$ cat config.mk
export PLATFORM = sky130hd
export DESIGN_NAME = spi_slv
export DESIGN_NICKNAME = d
export VERILOG_FILES = /design/src/rtl/spi_slv.sv
export SDC_FILE = /design/constraint.sdc
export NUM_CORES = 1
export LEC_CHECK = 0
export BUFFER_PORTS_ARGS = -buffer_cell sky130_fd_sc_hd__buf_2
export CORE_MARGIN = 4
export CORE_UTILIZATION = 50
export CTS_BUF_LIST = sky130_fd_sc_hd__clkbuf_8
export CTS_CLUSTER_DIAMETER = 30
export DETAILED_ROUTE_END_ITERATION = 6
export PLACE_DENSITY = 0.66
export SETUP_SLACK_MARGIN = 0.15
export SLEW_MARGIN = 20
export SYNTH_ARGS = -nofsm -noshare
export SYNTH_HDL_FRONTEND = slang
export SYNTH_SLANG_ARGS = --single-unit
$ cat constraint.sdc
create_clock -name clk_i -period 4.4 [get_ports clk_i]
set_clock_uncertainty 0.1 [all_clocks]
set_input_delay 1.1 -clock clk_i [delete_from_list [all_inputs] [get_ports clk_i]]
set_output_delay 1.1 -clock clk_i [all_outputs]
set_load 0.05 [all_outputs]
$ cat src/rtl/spi_slv.sv
// SPI slave with host register interface, TX/RX byte FIFOs and all four SPI modes.
// SPI pins are oversampled in the clk_i domain through 2-flop synchronizers.
module spi_slv #(
    parameter int FIFO_DEPTH = 16
) (
    input  logic       clk_i,
    input  logic       rst_ni,
    input  logic       hs_read_i,
    input  logic       hs_write_i,
    input  logic [4:0] hs_addr_i,
    input  logic [7:0] hs_data_i,
    output logic       hs_ready_o,
    output logic [7:0] hs_data_o,
    input  logic       sck_i,
    input  logic       cs_ni,
    input  logic       mosi_i,
    output logic       miso_o,
    output logic       miso_oe_o
);
    localparam int AW = $clog2(FIFO_DEPTH);
    localparam int LW = AW + 1;

    typedef enum logic [1:0] {
        ST_IDLE  = 2'd0,
        ST_LOAD  = 2'd1,
        ST_SHIFT = 2'd2,
        ST_PUSH  = 2'd3
    } state_e;

    function automatic logic tx_bit(input logic [7:0] b, input logic [2:0] i, input logic lsb);
        tx_bit = lsb ? b[i] : b[3'd7 - i];
    endfunction

    state_e      state_q, state_d;
    logic [1:0]  sck_sync_q, cs_sync_q, mosi_sync_q, vld_q;
    logic        sck_prev_q, cs_prev_q, armed_q;
    logic [5:0]  ctrl_q, ctrl_d;
    logic [7:0]  dummy_q, dummy_d, cnt_q, cnt_d;
    logic        rx_ovr_q, rx_ovr_d, tx_und_q, tx_und_d;
    logic [7:0]  tx_sr_q, tx_sr_d, rx_sr_q, rx_sr_d;
    logic [2:0]  bit_cnt_q, bit_cnt_d;
    logic        miso_q, miso_d;
    logic [AW-1:0] tx_wp_q, tx_rp_q, rx_wp_q, rx_rp_q;
    logic [LW-1:0] tx_lvl_q, rx_lvl_q;
    logic [7:0]  tx_mem [FIFO_DEPTH];
    logic [7:0]  rx_mem [FIFO_DEPTH];

    logic       sck_s, cs_s, mosi_s, sck_rise_s, sck_fall_s, sample_s, shift_s, cs_fall_s;
    logic       tx_empty_s, tx_full_s, rx_empty_s, rx_full_s;
    logic       tx_push_s, tx_pop_s, rx_push_s, rx_pop_s;
    logic [2:0] reg_sel_s;
    logic [7:0] status_s;
    logic       addr_unused_s;

    assign sck_s      = sck_sync_q[1];
    assign cs_s       = cs_sync_q[1];
    assign mosi_s     = mosi_sync_q[1];
    assign sck_rise_s = sck_s & ~sck_prev_q;
    assign sck_fall_s = ~sck_s & sck_prev_q;
    assign sample_s   = (ctrl_q[3] == ctrl_q[4]) ? sck_rise_s : sck_fall_s;
    assign shift_s    = (ctrl_q[3] == ctrl_q[4]) ? sck_fall_s : sck_rise_s;
    // Only a fall seen after a genuine high level counts, so a reset inside a transfer waits for the next frame.
    assign cs_fall_s  = armed_q & cs_prev_q & ~cs_s;

    assign tx_empty_s = (tx_lvl_q == LW'(0));
    assign tx_full_s  = (tx_lvl_q == LW'(FIFO_DEPTH));
    assign rx_empty_s = (rx_lvl_q == LW'(0));
    assign rx_full_s  = (rx_lvl_q == LW'(FIFO_DEPTH));
    assign reg_sel_s  = hs_addr_i[4:2];
    assign tx_push_s  = hs_write_i & (reg_sel_s == 3'd2) & ~tx_full_s;
    assign tx_pop_s   = (state_q == ST_LOAD) & ~tx_empty_s;
    assign rx_push_s  = (state_q == ST_PUSH) & ~rx_full_s;
    assign rx_pop_s   = hs_read_i & (reg_sel_s == 3'd3) & ~rx_empty_s;
    assign status_s   = {1'b0, ~cs_s, tx_und_q, rx_ovr_q, tx_full_s, tx_empty_s, rx_full_s, rx_empty_s};
    assign addr_unused_s = ^hs_addr_i[1:0];

    assign hs_ready_o = 1'b1;
    assign miso_o     = miso_q;
    assign miso_oe_o  = ~cs_sync_q[1];

    // Next-state logic for the transfer FSM, control registers and sticky flags.
    always_comb begin
        state_d   = state_q;
        ctrl_d    = (hs_write_i && reg_sel_s == 3'd0) ? hs_data_i[5:0] : {ctrl_q[5:3], 3'b000};
        dummy_d   = (hs_write_i && reg_sel_s == 3'd6) ? hs_data_i : dummy_q;
        cnt_d     = cnt_q;
        rx_ovr_d  = ctrl_q[2] ? 1'b0 : rx_ovr_q;
        tx_und_d  = ctrl_q[2] ? 1'b0 : tx_und_q;
        tx_sr_d   = tx_sr_q;
        rx_sr_d   = rx_sr_q;
        bit_cnt_d = bit_cnt_q;
        miso_d    = miso_q;
        case (state_q)
            ST_IDLE: begin
                bit_cnt_d = 3'd0;
                state_d   = cs_fall_s ? ST_LOAD : ST_IDLE;
            end
            ST_LOAD: begin
                if (tx_empty_s) begin
                    tx_sr_d  = dummy_q;
                    tx_und_d = 1'b1;
                end else begin
                    tx_sr_d  = tx_mem[tx_rp_q];
                end
                bit_cnt_d = 3'd0;
                miso_d    = tx_bit(tx_sr_d, 3'd0, ctrl_q[5]);
                state_d   = ST_SHIFT;
            end
            ST_SHIFT: begin
                if (sample_s) begin
                    rx_sr_d   = ctrl_q[5] ? {mosi_s, rx_sr_q[7:1]} : {rx_sr_q[6:0], mosi_s};
                    bit_cnt_d = bit_cnt_q + 3'd1;
                    state_d   = (bit_cnt_q == 3'd7) ? ST_PUSH : ST_SHIFT;
                end else if (shift_s) begin
                    // bit_cnt_q counts bits already sampled, so it indexes the bit to present next.
                    miso_d = tx_bit(tx_sr_q, bit_cnt_q, ctrl_q[5]);
                end else begin
                    state_d = ST_SHIFT;
                end
            end
            ST_PUSH: begin
                rx_ovr_d = rx_full_s ? 1'b1 : rx_ovr_d;
                cnt_d    = cnt_q + 8'd1;
                state_d  = ST_LOAD;
            end
            default: state_d = ST_IDLE;
        endcase
        state_d = cs_s ? ST_IDLE : state_d;
        miso_d  = (state_d == ST_IDLE) ? 1'b0 : miso_d;
    end

    // Synchronizers, FSM and control/status registers.
    always_ff @(posedge clk_i) begin
        if (!rst_ni) begin
            sck_sync_q  <= 2'b00;
            cs_sync_q   <= 2'b11;
            mosi_sync_q <= 2'b00;
            vld_q       <= 2'b00;
            sck_prev_q  <= 1'b0;
            cs_prev_q   <= 1'b1;
            armed_q     <= 1'b0;
            state_q     <= ST_IDLE;
            ctrl_q      <= 6'd0;
            dummy_q     <= 8'hFF;
            cnt_q       <= 8'd0;
            rx_ovr_q    <= 1'b0;
            tx_und_q    <= 1'b0;
            tx_sr_q     <= 8'd0;
            rx_sr_q     <= 8'd0;
            bit_cnt_q   <= 3'd0;
            miso_q      <= 1'b0;
        end else begin
            sck_sync_q  <= {sck_sync_q[0], sck_i};
            cs_sync_q   <= {cs_sync_q[0], cs_ni};
            mosi_sync_q <= {mosi_sync_q[0], mosi_i};
            vld_q       <= {vld_q[0], 1'b1};
            sck_prev_q  <= sck_s;
            cs_prev_q   <= cs_s;
            armed_q     <= armed_q | (vld_q[1] & cs_s);
            state_q     <= state_d;
            ctrl_q      <= ctrl_d;
            dummy_q     <= dummy_d;
            cnt_q       <= cnt_d;
            rx_ovr_q    <= rx_ovr_d;
            tx_und_q    <= tx_und_d;
            tx_sr_q     <= tx_sr_d;
            rx_sr_q     <= rx_sr_d;
            bit_cnt_q   <= bit_cnt_d;
            miso_q      <= miso_d;
        end
    end

    // FIFO pointers and levels; a pending flush takes priority over push and pop.
    always_ff @(posedge clk_i) begin
        if (!rst_ni) begin
            tx_wp_q  <= AW'(0);
            tx_rp_q  <= AW'(0);
            tx_lvl_q <= LW'(0);
            rx_wp_q  <= AW'(0);
            rx_rp_q  <= AW'(0);
            rx_lvl_q <= LW'(0);
        end else begin
            if (ctrl_q[0]) begin
                tx_wp_q  <= AW'(0);
                tx_rp_q  <= AW'(0);
                tx_lvl_q <= LW'(0);
            end else begin
                tx_wp_q  <= tx_push_s ? tx_wp_q + AW'(1) : tx_wp_q;
                tx_rp_q  <= tx_pop_s ? tx_rp_q + AW'(1) : tx_rp_q;
                tx_lvl_q <= tx_lvl_q + LW'(tx_push_s) - LW'(tx_pop_s);
            end
            if (ctrl_q[1]) begin
                rx_wp_q  <= AW'(0);
                rx_rp_q  <= AW'(0);
                rx_lvl_q <= LW'(0);
            end else begin
                rx_wp_q  <= rx_push_s ? rx_wp_q + AW'(1) : rx_wp_q;
                rx_rp_q  <= rx_pop_s ? rx_rp_q + AW'(1) : rx_rp_q;
                rx_lvl_q <= rx_lvl_q + LW'(rx_push_s) - LW'(rx_pop_s);
            end
        end
    end

    // FIFO storage.
    always_ff @(posedge clk_i) begin
        if (tx_push_s) begin
            tx_mem[tx_wp_q] <= hs_data_i;
        end
        if (rx_push_s) begin
            rx_mem[rx_wp_q] <= rx_sr_q;
        end
    end

    // Register read mux.
    always_comb begin
        hs_data_o = 8'd0;
        case (reg_sel_s)
            3'd0:    hs_data_o = {2'b00, ctrl_q};
            3'd1:    hs_data_o = status_s;
            3'd2:    hs_data_o = 8'd0;
            3'd3:    hs_data_o = rx_empty_s ? 8'd0 : rx_mem[rx_rp_q];
            3'd4:    hs_data_o = 8'(tx_lvl_q);
            3'd5:    hs_data_o = 8'(rx_lvl_q);
            3'd6:    hs_data_o = dummy_q;
            3'd7:    hs_data_o = cnt_q;
            default: hs_data_o = 8'd0;
        endcase
    end
endmodule

Yosys cells after proc, flatten, opt, wreduce, memory -nomap -nowiden
Memories as Yosys holds them, arrays and structs flattened. A register that Yosys moved wholly into a read port is not among the register bits.
Cells that the tools add are included.
{ "classes": {"reduce_logical": 17, "magnitude_cmp": 2, "n_eq_ne": 17, "mux": 38, "bitwise_logic": 20, "n_addsub": 11} }
{ "op_table": {"columns": ["operator", "n"], "rows": [
  ["$pmux W8 S8", 1],
  ["$mux W8", 3],
  ["$mux W1", 21],
  ["$add A4 B1 Y4 const B", 4],
  ["$mux W4", 4],
  ["$eq A3 B3 Y1 const B", 5],
  ["$and A1 B1 Y1", 11],
  ["$add A5 B1 Y5", 2],
  ["$eq A5 B5 Y1 const B", 2],
  ["$logic_not A5 Y1", 2],
  ["$sub A5 B1 Y5", 2],
  ["$add A8 B1 Y8 const B", 1],
  ["$lt A3 B4 Y1 const B", 2],
  ["$not A1 Y1", 8],
  ["$pmux W2 S4", 1],
  ["$reduce_or A2 Y1", 4],
  ["$bmux W1 S3", 2],
  ["$eq A3 B2 Y1 const B", 2],
  ["$mux W2", 3],
  ["$ne A2 B2 Y1 const B", 3],
  ["$pmux W3 S2", 1],
  ["$reduce_and A2 Y1", 3],
  ["$eq A2 B2 Y1 const B", 2],
  ["$logic_not A2 Y1", 2],
  ["other kinds (12)", 14]
]} }
{ "totals": {"input_bits": 20, "word_cells": 132, "ramBits": 256, "mem_count": 2, "ff_bits": 83} }
{ "memory_table": {"columns": ["memory", "words", "word_bits", "rd", "rd_clocked_by_memory_dff", "wr", "line_no", "source"], "rows": [
  ["rx_mem", 16, 8, 1, 1, 1, "46", "logic [7:0] rx_mem [FIFO_DEPTH];"],
  ["tx_mem", 16, 8, 1, 1, 1, "45", "logic [7:0] tx_mem [FIFO_DEPTH];"]
]} }

Logic depth before layout (Yosys ltp)
Gate-level depths: netlist (run 1).
{ "depth": {"ltp_word": 9, "mapped_depth": 15} }

Worst setup path before layout (run 1)
No wires, ideal clock.
{ "synth_path": {"path_kind": "input-to-output", "start": "in hs_addr_i[4]", "end": "out hs_data_o[3]", "n_path_buf": 2, "t_arrival_ps": 2963, "setup_slack_ps": 237, "cell_stages": 6, "cell_sequence": "clkbuf_1 and2_1 clkbuf_1 a21oi_1 or2_2 a31oi_1"} }
{ "synth_between": {"elab_chain_len": 2, "word_cells_on_any_way": 9, "classes_between": "eq/ne: 7; mux: 1; reduce/logical: 1"} }
{ "synth_lines": {"columns": ["item", "line_no", "source"], "rows": [
  ["start: declaration", "10", "input logic [4:0] hs_addr_i,"],
  ["$eq A3 B3 Y1, or another cell as far along", "217", "case (reg_sel_s)"],
  ["$pmux W8 S8 (*)", "217", null],
  ["end: declaration", "13", "output logic [7:0] hs_data_o,"]
]} }
Mark *: on every way between the ends. The rest lies on a longest branch, timed or not.

Final worst setup path (run 1)
{ "layout_path": {"start": "reg tx_lvl_q[2]", "end": "out hs_data_o[2]"} }
{ "layout_between": {"elab_chain_len": 2} }
{ "layout_lines": {"columns": ["item", "line_no", "source"], "rows": [
  ["start: declaration", "44", "logic [LW-1:0] tx_lvl_q, rx_lvl_q;"],
  ["start signal: assignment", "190", "tx_lvl_q <= tx_lvl_q + LW'(tx_push_s) - LW'(tx_pop_s);"],
  ["$logic_not A5 Y1", "65", "assign tx_empty_s = (tx_lvl_q == LW'(0));"],
  ["$pmux W8 S8 (*)", "217", null]
]} }
Marked as above.

==> results.py, run 1 <==
metrics = {
    "synth": {
        "ys.flop_type": "edfxtp_1",
        "avgSynthCellArea_sq_um": 15.7,
        "synth_cell_type_count": 52,
        "synth_warnings": 0,
        "ys_seq_elements": 347,
        "syn_area_sq_mm": 0.0144,
        "synth_edf_count": 256,
        "ys_async_sr_fraction": 0,
        "yosysSeqAreaShare": 0.662,
        "syn-num-nets": 966,
        "postSynthCellCount": 916,
    },
    "drt": {
        "route.detailed.drc": 0,
        "dr.pass1.iters": 5,
        "detail_route.wl_per_cell_um": 20.4,
        "wirelength_um": 29200,
        "avgViaCountPerCell": 5.53,
        "dr.first_iter.drc_count": 516,
        "antenna_left": 0,
        "vias": 7909,
    },
    "floorplanning": {
        "num_rows": 61,
        "die_y_um": 178,
        "die_w_um": 178,
        "ios": 31,
        "initial_utilization": 0.511,
        "core_area_sq_mm": 0.0281,
        "die_area_sq_mm": 0.0315,
    },
    "layout": {
        "final_util": 0.588,
        "final-seq-area_sq_mm": 0.00952,
        "layout-drive-gt1-share": 0.252,
        "fillerInstances": 2194,
        "multi_input_area_sq_mm": 0.00452,
        "diodes": 0,
        "final_cells": 1431,
        "synthToLayoutAreaGrowth_pct": 15.0,
        "fin_nets": 1052,
    },
    "timing": {
        "period_needed_ns": 4.15,
        "timing.fmax_ghz": 0.241,
        "maxSlewViolCount": 0,
        "grt_setup_unrepaired": "false",
        "finalSetupViolCount": 0,
        "finalHoldViolCount": 0,
        "tightest_slew_ns": 0.907,
        "whs_ns": 0.307,
        "period_share": 0.942,
        "maxSlewHeadroom": 0.393,
        "setup_tns_ns": 0,
    },
    "placement": {
        "io_buffer_count": 27,
        "hpwl_um": 18900,
        "routabilityCongestion": 0.795,
        "dp.cells": 1297,
    },
    "grt": {
        "overflow": 0,
        "grt_pass1_wl_um": 45700,
        "grt_start_max_net_pins": 32,
        "grt.total_usage": 0.190,
        "grt_pass1_vias": 8013,
        "antenna_found_initial": 1,
    },
    "clock_tree": {
        "clk_path_buf_depth": 3,
        "numCtsBuffers": 68,
        "insertion_delay_ns": 0.59,
        "cts_hold_buf": 0,
        "cts.sinks": 347,
        "cts_tree": "built",
        "cts-root-buf": "clkbuf_8",
        "clk_pin_slew_worst_paths_ns": 0.05,
        "h-tree-depth": 3,
    },
    "critical_path": {
        "crit_buf_inv": 2,
        "worst_ep_required_time_ns": 3.20,
        "start_kind": "flop",
        "cpMaxStageDelayCell": "or4b_2",
        "cpPeakStageDelay_ns": 0.83,
        "crit_type": "reg -> out",
        "cp_cell_sequence": "inv_1 -> ha_1 -> or4b_2 -> a211oi_1 -> a221oi_1 -> nor2_1 -> buf_2",
        "cp_max_fo": 15,
        "arrival_ns": 2.95,
        "end_kind": "output port",
        "crit_family": "simple AND/OR/NAND/NOR gates",
    },
    "power": {
        "power.total_mw": 7.34,
        "peakVddDrop_mv": 0.265,
        "cellPowerDensity_mw_per_mm2": 444,
        "p_leak_nw": 5.88,
    },
    "status": {
        "outcome": "finished, final reports clean",
    },
    "flow_run": {
        "maxCapViolCount": 0,
    },
    "worst_hold_path": {
        "hold_class": "reg -> reg",
    },
}
-- power by group --
group / internal [mW] / leakage [nW] / switching (mW)
sequential: 3.52 / 3.11 / 0.0280
combinational: 0.159 / 2.00 / 0.247
clock: 2.01 / 0.774 / 1.37
-- repair_timing --
item,in CTS,in global routing
buffers inserted,0,13
resized for setup,1,0
endpoints found under the setup margin,3,3
pin swaps,0,1
gates cloned,0,0
endpoints found under the hold margin,0,0
-- layer usage --
| metal | global-route usage | vias to the layer above | part of all wire |
|---|---|---|---|
| li1 | - | 3683 | - |
| met1 | 0.264 | 4011 | 0.45 |
| met2 | 0.306 | 162 | 0.49 |
| met3 | 0.0430 | 51 | 0.041 |
| met4 | 0.0535 | 2 | 0.017 |
| met5 | 0 | - | 0.00038 |
-- area by class of cell --
class | instances | share of cell area
tap | 378 | 0.0286
inverter | 25 | 0.00568
multi-input combinational | 491 | 0.273
clock buffer | 72 | 0.0600
clock inverter | 49 | 0.0279
timing repair buffer | 69 | 0.0288
sequential | 347 | 0.576
-- metrics by stage --
stage / instance area [sq um] / setup WS, ns
final: 16500 / 0.254
after CTS: 16400 / 0.171
after global placement: 15000 / 0.561
after detailed placement: 15000 / 0.534
after floorplan: 14400 / 0.237
after global routing: 16500 / 0.161
-- worst reg2reg max path: cells and delay by family (launching register included) --
family                     cells  cell delay, ns
AOI/OAI and AO/OA              2            0.28
adders and majority gates      3            0.55
buffers and inverters          3            0.23
DFF                            1            0.35
and+or+nand+nor                7            1.86
-- flip-flops by register name (all words and copies together) (netlist names), 3 cells and up, named ones only --
register / count
rx_rp_q: 4
tx_wp_q: 4
ctrl_q: 6
cnt_q: 8
tx_lvl_q: 5
rx_mem: 128
tx_sr_q: 8
dummy_q: 8
tx_rp_q: 4
rx_lvl_q: 5
tx_mem: 128
bit_cnt_q: 3
rx_wp_q: 4
rx_sr_q: 8
-- cell usage in the layout (no fill, tap or decap), drive strengths merged, types with 3 or more instances in the layout --
master	n
nand2	64
and3	6
ha	28
a22oi	4
or3	6
inv	39
o21ai	19
o211a	9
nand3	17
clkinvlp	4
a31oi	9
buf	69
and2	16
a22o	3
dfxtp	91
a21o	4
or2	3
nand4	6
nor3	9
nor2b	17
nor2	68
nand2b	10
a21oi	24
xnor2	10
mux2	8
xor2	13
a221oi	5
mux2i	27
clkbuf	72
edfxtp	256
bufinv	8
mux4	81
clkinv	23
-- synthesized netlist by cell type (all sizes together) (2+ instances only) --
cell type,instances,area share
mux4,81,0.13
nand3,17,0.0059
and3,6,0.0026
nor3,9,0.0031
nor4b,2,0.0021
fa,2,0.0028
buf,22,0.0089
a221oi,5,0.0030
mux2,8,0.0063
nand2,64,0.017
a21boi,2,0.0010
nor2,68,0.018
edfxtp,256,0.54
o22ai,2,0.00087
or4b,2,0.0014
o211a,9,0.0063
xnor2,10,0.0061
mux2i,27,0.019
a21oi,24,0.0084
or3,6,0.0026
a22o,3,0.0018
or2,3,0.0013
a21o,4,0.0021
a222oi,2,0.0014
nand2b,10,0.0044
o2111ai,2,0.0012
clkbuf,31,0.0081
dfxtp,91,0.13
a22oi,4,0.0021
nor2b,17,0.0074
and2,16,0.0070
xor2,13,0.0079
o21ai,19,0.0066
ha,28,0.024
nor4bb,2,0.0014
nand3b,2,0.0010
inv,25,0.0065
a31oi,9,0.0039
nand4,6,0.0026
-- kinds of logic after synthesis --
group,Yosys count,synth area share
flip-flops,347,0.662
AND/OR/NAND/NOR,232,0.0786
multiplexers,116,0.153
AO/OA/AOI/OAI,89,0.0412
buffers and inverters,78,0.0235
adder cells (fa/ha/maj),30,0.0272
XOR/XNOR,23,0.0140
other,1,0.000261
-- final timing paths --
path,startpoint,endpoint,slack (ns),cells after the start
min reg2reg,cs_sync_q[0]$_SDFF_PN1_,cs_sync_q[1]$_SDFF_PN1_,0.31,1
max reg2reg,rx_lvl_q[2]$_SDFF_PP0_,rx_lvl_q[4]$_SDFF_PP0_,0.98,15
max,tx_lvl_q[2]$_SDFF_PP0_,hs_data_o[2],0.25,7
min,cs_sync_q[0]$_SDFF_PN1_,cs_sync_q[1]$_SDFF_PN1_,0.31,1
Power figures use the tool's default switching activity.
==> inputs of run 2 (changes only) <==
--- a/config.mk
+++ b/config.mk
@@ -7,11 +7,10 @@
 export LEC_CHECK = 0
 export BUFFER_PORTS_ARGS = -buffer_cell sky130_fd_sc_hd__buf_2
 export CORE_MARGIN = 4
-export CORE_UTILIZATION = 50
+export CORE_UTILIZATION = 33
 export CTS_BUF_LIST = sky130_fd_sc_hd__clkbuf_8
 export CTS_CLUSTER_DIAMETER = 30
 export DETAILED_ROUTE_END_ITERATION = 6
-export PLACE_DENSITY = 0.66
 export SETUP_SLACK_MARGIN = 0.15
 export SLEW_MARGIN = 20
 export SYNTH_ARGS = -nofsm -noshare
==> results.py, run 2 (synthesized netlist as in run 1, its figures left out) <==
metrics = {
    "status": {
        "outcome": "finished, final reports clean",
    },
    "critical_path": {
        "cp_common_cell": "mux4_2",
        "cpMaxStageDelayCell": "mux4_2",
        "start_kind": "flop",
        "reg2regPathDepth": 15,
        "crit-reg2reg-launch": "rx_lvl_q[2]$_SDFF_PP0_",
        "cpPeakStageDelay_ns": 0.56,
        "crit_family": "multiplexers",
        "cp_max_fo": 16,
        "crit_buf_inv": 2,
        "crit_type": "reg -> out",
        "cp_cell_sequence": "buf_12 -> mux4_2 -> mux4_2 -> a221oi_1 -> nor2_1 -> buf_2",
        "worst_ep_required_time_ns": 3.20,
        "arrival_ns": 2.92,
        "rrSetupSlack_ns": 1.04,
        "r2r-end": "rx_lvl_q[4]$_SDFF_PP0_",
        "end_kind": "output port",
    },
    "placement": {
        "dpl_cell_area_sq_mm": 0.0153,
        "routabilityCongestion": 0.798,
        "dp.cells": 1508,
        "io_buffer_count": 27,
        "hpwl_um": 19300,
        "preCtsSetupSlack_ns": 0.586,
    },
    "power": {
        "seqPwrFrac": 0.485,
        "power.total_mw": 7.31,
        "power_frac_comb": 0.054,
        "netSwitchingFraction": 0.235,
        "p_leak_nw": 5.83,
        "cellPowerDensity_mw_per_mm2": 437,
        "peakVddDrop_mv": 0.323,
        "p_int_mw": 5.59,
        "switchingPower_mw": 1.72,
        "pwr-share-clk": 0.461,
    },
    "timing": {
        "finalSetupViolCount": 0,
        "setup_tns_ns": 0,
        "period_needed_ns": 4.12,
        "finalHoldViolCount": 0,
        "layout_setup_ws_ns": 0.283,
        "tightest_slew_ns": 0.986,
        "timing.fmax_ghz": 0.243,
        "period_share": 0.936,
        "maxSlewViolCount": 0,
        "grt_setup_unrepaired": "false",
        "whs_ns": 0.313,
        "maxSlewHeadroom": 0.342,
    },
    "floorplanning": {
        "core_area_sq_mm": 0.0431,
        "ios": 31,
        "die_area_sq_mm": 0.0469,
        "initial_utilization": 0.334,
        "num_rows": 76,
        "die_w_um": 217,
        "die_y_um": 217,
    },
    "clock_tree": {
        "numCtsBuffers": 69,
        "cts_tree": "built",
        "clk_path_buf_depth": 3,
        "cts_hold_buf": 0,
        "clk_pin_slew_worst_paths_ns": 0.05,
        "cts.sinks": 347,
        "insertion_delay_ns": 0.58,
        "cts-root-buf": "clkbuf_8",
        "h-tree-depth": 3,
    },
    "worst_hold_path": {
        "hold_class": "reg -> reg",
        "hp-start": "cs_sync_q[0]$_SDFF_PN1_",
        "hold_depth": 1,
        "whs_endpoint": "cs_sync_q[1]$_SDFF_PN1_",
    },
    "grt": {
        "grt.total_usage": 0.129,
        "grt_start_max_net_pins": 41,
        "overflow": 0,
        "grt_pass1_wl_um": 47000,
        "grt_pass1_vias": 8257,
        "antenna_found_initial": 1,
    },
    "layout": {
        "layout-drive-gt1-share": 0.251,
        "final_util": 0.389,
        "diodes": 0,
        "fillerInstances": 3994,
        "final_cells": 1636,
        "synthToLayoutAreaGrowth_pct": 16.5,
        "mostFrequentLayoutCell": "edfxtp_1",
        "reg_top3": "rx_mem: 128 flops, tx_mem: 128 flops",
        "final_cell_area_sq_mm": 0.0167,
        "final-seq-area_sq_mm": 0.00951,
        "fin_nets": 1045,
        "multi_input_area_sq_mm": 0.00452,
        "final_cell_mix": "edfxtp_1 (256), dfxtp_1 (89), mux4_2 (76)",
    },
    "drt": {
        "dr.pass1.iters": 5,
        "detail_route.wl_per_cell_um": 18.2,
        "dr.first_iter.drc_count": 543,
        "antenna_left": 0,
        "avgViaCountPerCell": 4.83,
        "route.detailed.drc": 0,
        "wirelength_um": 29900,
        "vias": 7904,
    },
    "flow_run": {
        "maxCapViolCount": 0,
    },
}
[run 2: changes by cell type in the layout (fill, tap and decap cells not counted), sizes merged]
cell / previous run / this run
buf: 69 / 60
clkbuf: 72 / 73
clkinvlp: 4 / 10
inv: 39 / 37
bufinv: 8 / 6
clkinv: 23 / 27
[run 2: final cells by class]
cell class | instances | share of cell area
multi-input combinational | 491 | 0.270
clock buffer | 72 | 0.0592
inverter | 25 | 0.00561
tap | 585 | 0.0437
clock inverter | 55 | 0.0280
sequential | 347 | 0.568
timing repair buffer | 61 | 0.0251
[run 2: how the worst max path moves through the flow]
| stage | from | end | slack, ns | cells past startpoint |
|---|---|---|---|---|
| after floorplan | hs_addr_i[4] | hs_data_o[3] | 0.24 | 6 |
| after global placement | hs_addr_i[4] | hs_data_o[5] | 0.56 | 7 |
| after detailed placement | hs_addr_i[4] | hs_data_o[5] | 0.59 | 7 |
| after CTS | flop | hs_data_o[2] | 0.19 | 6 |
| after global routing | tx_lvl_q[3]$_SDFF_PP0_ | hs_data_o[2] | 0.16 | 7 |
| final | flop | hs_data_o[2] | 0.28 | 6 |
[run 2: power by group through the flow]
stage          clock network (mW)  logic (mW)  registers, mW
5_1_grt                      3.63       0.442           3.55
2_1_floorplan                   0       0.291           3.60
6_report                     3.37       0.393           3.55
3_3_place_gp                    0       0.388           3.61
3_5_place_dp                    0       0.392           3.61
4_1_cts                      3.45       0.393           3.54
[run 2: repair_timing]
action                                  4_1_cts  5_1_grt
resized for setup                             0        0
buffers inserted                              0        0
endpoints found under the setup margin        0        2
hold endpoints to repair                      0        0
[run 2: per-layer routing]
layer | share of wire | global-route usage | routed length [um]
met1 | 0.46 | 0.173 | 13700
met5 | 0.00057 | 0 | 17
met3 | 0.040 | 0.0300 | 1200
met2 | 0.48 | 0.208 | 14400
met4 | 0.019 | 0.0408 | 555
